[src/rtl/simon_pkt_assembler.sv]
// Purpose : collects a header byte plus PKT_BYTES-1 payload bytes into one packet for the SIMON core.
// Latency : newIN rises the cycle after the last byte is accepted; errPkt pulses one cycle after timeout.
// Backpress: byteReady drops while a finished packet waits in HOLD until the core pulses loadPkt.
//
// Ports:
//   clk       - system clock, all state changes on rising edge
//   R         - asynchronous active-high reset
//   byteIn    - incoming serial byte
//   byteValid - byteIn holds a valid byte
//   byteReady - block accepts a byte this cycle
//   in        - assembled packet, header in the MSB slot
//   newIN     - a complete packet is present on in
//   loadPkt   - packet core has latched in
//   errPkt    - one-cycle pulse: a partial packet was dropped on inter-byte timeout

module simon_pkt_assembler #(
  parameter int N         = 16,
  parameter int PKT_BYTES = 2 + (N / 2),
  parameter int TO        = 255
) (
  input  logic                      clk,
  input  logic                      R,
  input  logic [7:0]                byteIn,
  input  logic                      byteValid,
  output logic                      byteReady,
  output logic [PKT_BYTES-1:0][7:0] in,
  output logic                      newIN,
  input  logic                      loadPkt,
  output logic                      errPkt
);

  localparam int CW = (PKT_BYTES > 1) ? $clog2(PKT_BYTES) : 1;
  localparam int IW = $clog2(TO + 2);

  typedef enum logic [1:0] {
    IDLE    = 2'd0,
    COLLECT = 2'd1,
    HOLD    = 2'd2
  } state_t;

  state_t                    r_state;
  state_t                    w_state_nxt;
  logic [CW-1:0]             r_cnt;
  logic [CW-1:0]             w_cnt_nxt;
  logic [IW-1:0]             r_idle;
  logic [IW-1:0]             w_idle_nxt;
  logic [PKT_BYTES-1:0][7:0] r_in;
  logic                      r_rdy;
  logic                      r_err;
  logic                      w_err_nxt;
  logic                      w_acc;
  logic                      w_wr;
  logic [CW-1:0]             w_wr_idx;

  // r_rdy is only ever 1 outside HOLD, so this alone gates acceptance.
  assign w_acc = byteValid & r_rdy;

  always_comb begin
    w_state_nxt = r_state;
    w_cnt_nxt   = r_cnt;
    w_idle_nxt  = r_idle;
    w_err_nxt   = 1'b0;
    w_wr        = 1'b0;
    w_wr_idx    = r_cnt;

    case (r_state)
      IDLE: begin
        w_idle_nxt = '0;
        // Bytes without bit7 set cannot start a packet and are silently dropped.
        if (w_acc && byteIn[7]) begin
          w_wr        = 1'b1;
          w_wr_idx    = CW'(PKT_BYTES - 1);
          w_cnt_nxt   = CW'(PKT_BYTES - 2);
          w_state_nxt = COLLECT;
        end
      end

      COLLECT: begin
        if (w_acc) begin
          w_wr       = 1'b1;
          w_wr_idx   = r_cnt;
          w_idle_nxt = '0;
          if (r_cnt == '0) begin
            w_state_nxt = HOLD;
          end else begin
            w_cnt_nxt = r_cnt - 1'b1;
          end
        end else if (r_idle == IW'(TO)) begin
          // This is the TO+1-th consecutive empty cycle: abandon the packet.
          w_state_nxt = IDLE;
          w_err_nxt   = 1'b1;
          w_idle_nxt  = '0;
          w_cnt_nxt   = '0;
        end else begin
          w_idle_nxt = r_idle + 1'b1;
        end
      end

      HOLD: begin
        w_idle_nxt = '0;
        if (loadPkt) begin
          w_state_nxt = IDLE;
        end
      end

      default: begin
        w_state_nxt = IDLE;
        w_cnt_nxt   = '0;
        w_idle_nxt  = '0;
      end
    endcase
  end

  always_ff @(posedge clk or posedge R) begin
    if (R) begin
      r_state <= IDLE;
      r_cnt   <= '0;
      r_idle  <= '0;
      r_in    <= '0;
      r_rdy   <= 1'b0;
      r_err   <= 1'b0;
    end else begin
      r_state <= w_state_nxt;
      r_cnt   <= w_cnt_nxt;
      r_idle  <= w_idle_nxt;
      r_err   <= w_err_nxt;
      // Registered from the next state so ready is low for the whole HOLD
      // and rises on the first edge after reset release.
      r_rdy   <= (w_state_nxt != HOLD);
      if (w_wr) begin
        r_in[w_wr_idx] <= byteIn;
      end
    end
  end

  assign byteReady = r_rdy;
  assign in        = r_in;
  assign newIN     = (r_state == HOLD);
  assign errPkt    = r_err;

endmodule

[config.mk]
export PLATFORM = sky130hd
export DESIGN_NAME = simon_pkt_assembler
export DESIGN_NICKNAME = d
export VERILOG_FILES = /design/src/rtl/simon_pkt_assembler.sv
export SDC_FILE = /design/constraint.sdc
export NUM_CORES = 1
export LEC_CHECK = 0
export ABC_AREA = 1
export CAP_MARGIN = 20
export CORE_UTILIZATION = 45
export DETAILED_ROUTE_END_ITERATION = 12
export PLACE_DENSITY = 0.73
export SLEW_MARGIN = 20
export SYNTH_ARGS = -nofsm -noshare
export SYNTH_HDL_FRONTEND = slang
export SYNTH_SLANG_ARGS = --single-unit
[constraint.sdc]
create_clock -name clk -period 9.27 [get_ports clk]
set_input_delay 1.854 -clock clk [delete_from_list [all_inputs] [get_ports clk]]
set_output_delay 1.854 -clock clk [all_outputs]
set_load 0.01 [all_outputs]
==> metrics.md <==
| Metric | Value |
|---|---|
| Chip width | `99.4 um` |
| Tightest Pin Transition | `roughly 0.69 ns` |
| Most frequent cells in the layout | `nand2_1 (181), dfrtp_1 (97), clkdlybuf4s50_1 (94)` |
| Critical Path End Type | `primary output` |
| Synthesized instance count | `455` |
| 1st-pass router iterations | `4` |
| Final min period | `roughly 3.5 ns` |
| H-tree Lvls | `3` |
| DP Cell Count | `651` |
| Critical Path Source Type | `flop` |
| Clk pin slew, worst setup/hold paths | `0.09 ns` |
| Max-slew violation count | `0` |
| Clock skew | `about 0.0097 ns` |
| Antenna violations before repair | `0` |
| HP Class | `flop to flop` |
| CP Data Arrival Time | `between 1.5 and 2 ns` |
| Ports | `95` |
| Worst r2r src | `r_idle[0]$_DFF_PP0_` |
| Final setup TNS | `0 ns` |
| Congestion Overflow GR | `0` |
| Final WL | `9.14 mm` |
| Avg WL per Cell | `13.7 um` |
| Detailed-route via count | `3,270` |
| RSZ-0062 raised after global routing | `false` |
| Layout area overhead | `27.5%` |
| Power density cells | `292 mW/mm2` |
| Die Y-Extent | `99.4 um` |
| Slew HR | `53.9%` |
| Number of buffers created by CTS | `9` |
| Nets | `roughly 570` |
| First-pass GRT wire length | `15.5 mm` |
| Post-synth EDFFs | `0` |
| Number of synthesized register bits | `97` |
| Post-CTS Setup Bufs | `0` |
| Yosys warns | `0` |
| Worst-Skew Late Latency | `roughly 0.36 ns` |
| CTS tree | `done` |
| Total power | `0.00159 W` |
| FP Rows | `35` |
| Ant. Diodes | `0` |
| Non-filler instance count after layout | `667` |
| Drt drc | `0` |
| Commonest non-fill, non-tap cell in the layout | `nand2_1` |
| Resize count post-CTS | `0` |
| Ys flop type | `dfrtp_1` |
| CTS Root Cell | `clkbuf_8` |
| Final Cycle Share | `37.5%` |
| Data required time at the worst endpoint | `7.42 ns` |
| Post-route worst setup slack | `5.80 ns` |
| R2R depth | `8` |
| Maximum VDD drop | `around 0.13 mV` |
| DRT antenna net count | `0` |
| DP HPWL | `approximately 6.8 mm` |
| Worst Min Path Start | `r_idle[0]$_DFF_PP0_` |
| Post-synthesis cell type count | `30` |
| Max Fclk | `0.288 GHz` |
| Final RePlAce weighted congestion | `0.779` |
| Standby leakage power | `around 2.7 nW` |
| Setup CP Type | `flop to primary output` |
| Hold slack | `0.470 ns` |
| Vias/cell | `around 5` |
| Hold Fails Final Rpt | `0` |
| Ys async rst share | `100%` |
| Full die area | `between 0.009 and 0.01 mm2` |
| Maxcap violations | `0` |
| Setup violators final | `0` |
| Worst Path Max Fanout | `6` |
| Worst hold path depth | `1` |
| Initial Utilization | `46.4%` |
| Core Area | `around 0.009 mm2` |
| Fraction of the yosys area taken by sequential cells | `56.9%` |
| Syn_area_per_cell | `9.38 um2` |
| Reg2Reg Setup Slack | `around 7.4 ns` |
| Synthesized cell area | `0.00427 mm2` |
| PortBufs | `94` |
| Status | `completed` |
| Total GRT Usage | `20.1%` |
| Hold worst-path end | `r_idle[0]$_DFF_PP0_` |
| Initial DRC count | `124` |
| Vias in the first global route | `3,196` |
| # clock sinks | `97` |
| Fraction of layout cells with a size suffix above 1 | `12.4%` |
| Largest net degree at the start of global routing | `between 50 and 60` |
| CTS max path bufs | `2` |
| Worst Setup Slack post-DPL | `5.51 ns` |
| R2r endpoint | `r_cnt[3]$_DFFE_PP0P_` |
| Post-Syn Nets | `470` |
| Post-CTS Hold Fix Bufs | `0` |
==> flip-flops by register name (all words and copies together) (netlist names) <==
register   count
byteReady      1
errPkt         1
in            80
r_cnt          4
r_idle         9
r_state        2
==> stage by stage <==
stage,utilization (%),instance area [um2]
6_report,59.2,5440
5_1_grt,59.2,5440
4_1_cts,59.2,5440
3_5_place_dp,57.2,5260
3_3_place_gp,57.2,5260
2_1_floorplan,-,4270
==> logic make-up (layout without fill, tap and decap cells) <==
group	after synthesis	in the layout	synth area share [%]
AOI/OAI and AO/OA	54	54	7.80
xor gates and xnor gates	3	3	0.616
and+or+nand+nor	255	255	28.5
buffers and inverters	43	144	5.33
DFF	97	97	56.9
adders and majority gates	3	3	0.879
==> critical path, cell delays in order, from the launching register on <==
cell	delay [ns]
dfrtp_1	0.53
nand2_1	0.14
inv_1	0.07
clkdlybuf4s50_1	0.52
==> cells in the mapped netlist (2+ instances only) <==
library cell	number	area, um2
nand2_4	6	67.6
a21oi_1	2	10.0
nand2_1	181	679
nand3_4	4	70.1
o21ai_2	16	140
ha_1	3	37.5
xnor2_1	2	17.5
inv_2	4	15.0
nand2_2	4	25.0
nor2_2	3	18.8
inv_1	27	101
nor2_1	25	93.8
buf_6	8	90.1
o21ai_1	16	80.1
nand3_1	18	90.1
nor2_4	6	67.6
nand3_2	2	20.0
nor2_8	2	40.0
o21ai_0	19	95.1
dfrtp_1	97	2430
==> layer usage <==
| layer | GRT usage, % | part of all wire, % | vias to the layer above |
|---|---|---|---|
| met3 | 3.37 | 5.4 | 11 |
| li1 | - | - | 1628 |
| met4 | 8.71 | 1.2 | 0 |
| met5 | 0 | 0 | - |
| met1 | 27.4 | 46 | 1540 |
| met2 | 31.8 | 48 | 91 |
==> final cells by class <==
cell class                 count  area (um2)
fill                         799        3750
sequential                    97        2430
multi-input combinational    315        1610
timing repair buffer          95         948
tap                          111         139
inverter                      33         129
clock buffer                   9         124
clock inverter                 7        60.1
==> report_power, final <==
| part | internal (W) | total [W] | switching (W) |
|---|---|---|---|
| logic | 0.000327 | 0.000674 | 0.000346 |
| clock network | 0.000103 | 0.000261 | 0.000158 |
| registers | 0.000560 | 0.000653 | 0.0000939 |
| total | 0.000990 | 0.00159 | 0.000598 |
==> how the worst max path moves through the flow <==
stage	from	endpoint	slack [ns]	cells after the start
6_report	r_state[1]$_DFF_PP0_	newIN	5.80	3
5_1_grt	r_state[1]$_DFF_PP0_	newIN	5.71	3
4_1_cts	r_state[1]$_DFF_PP0_	newIN	5.76	3
3_5_place_dp	byteIn[7]	in[60]$_DFFE_PP0P_	5.51	6
3_3_place_gp	byteIn[7]	in[63]$_DFFE_PP0P_	5.61	6
2_1_floorplan	R	byteReady$_DFF_PP0_	4.88	1
(Power assumes the default switching activity.)
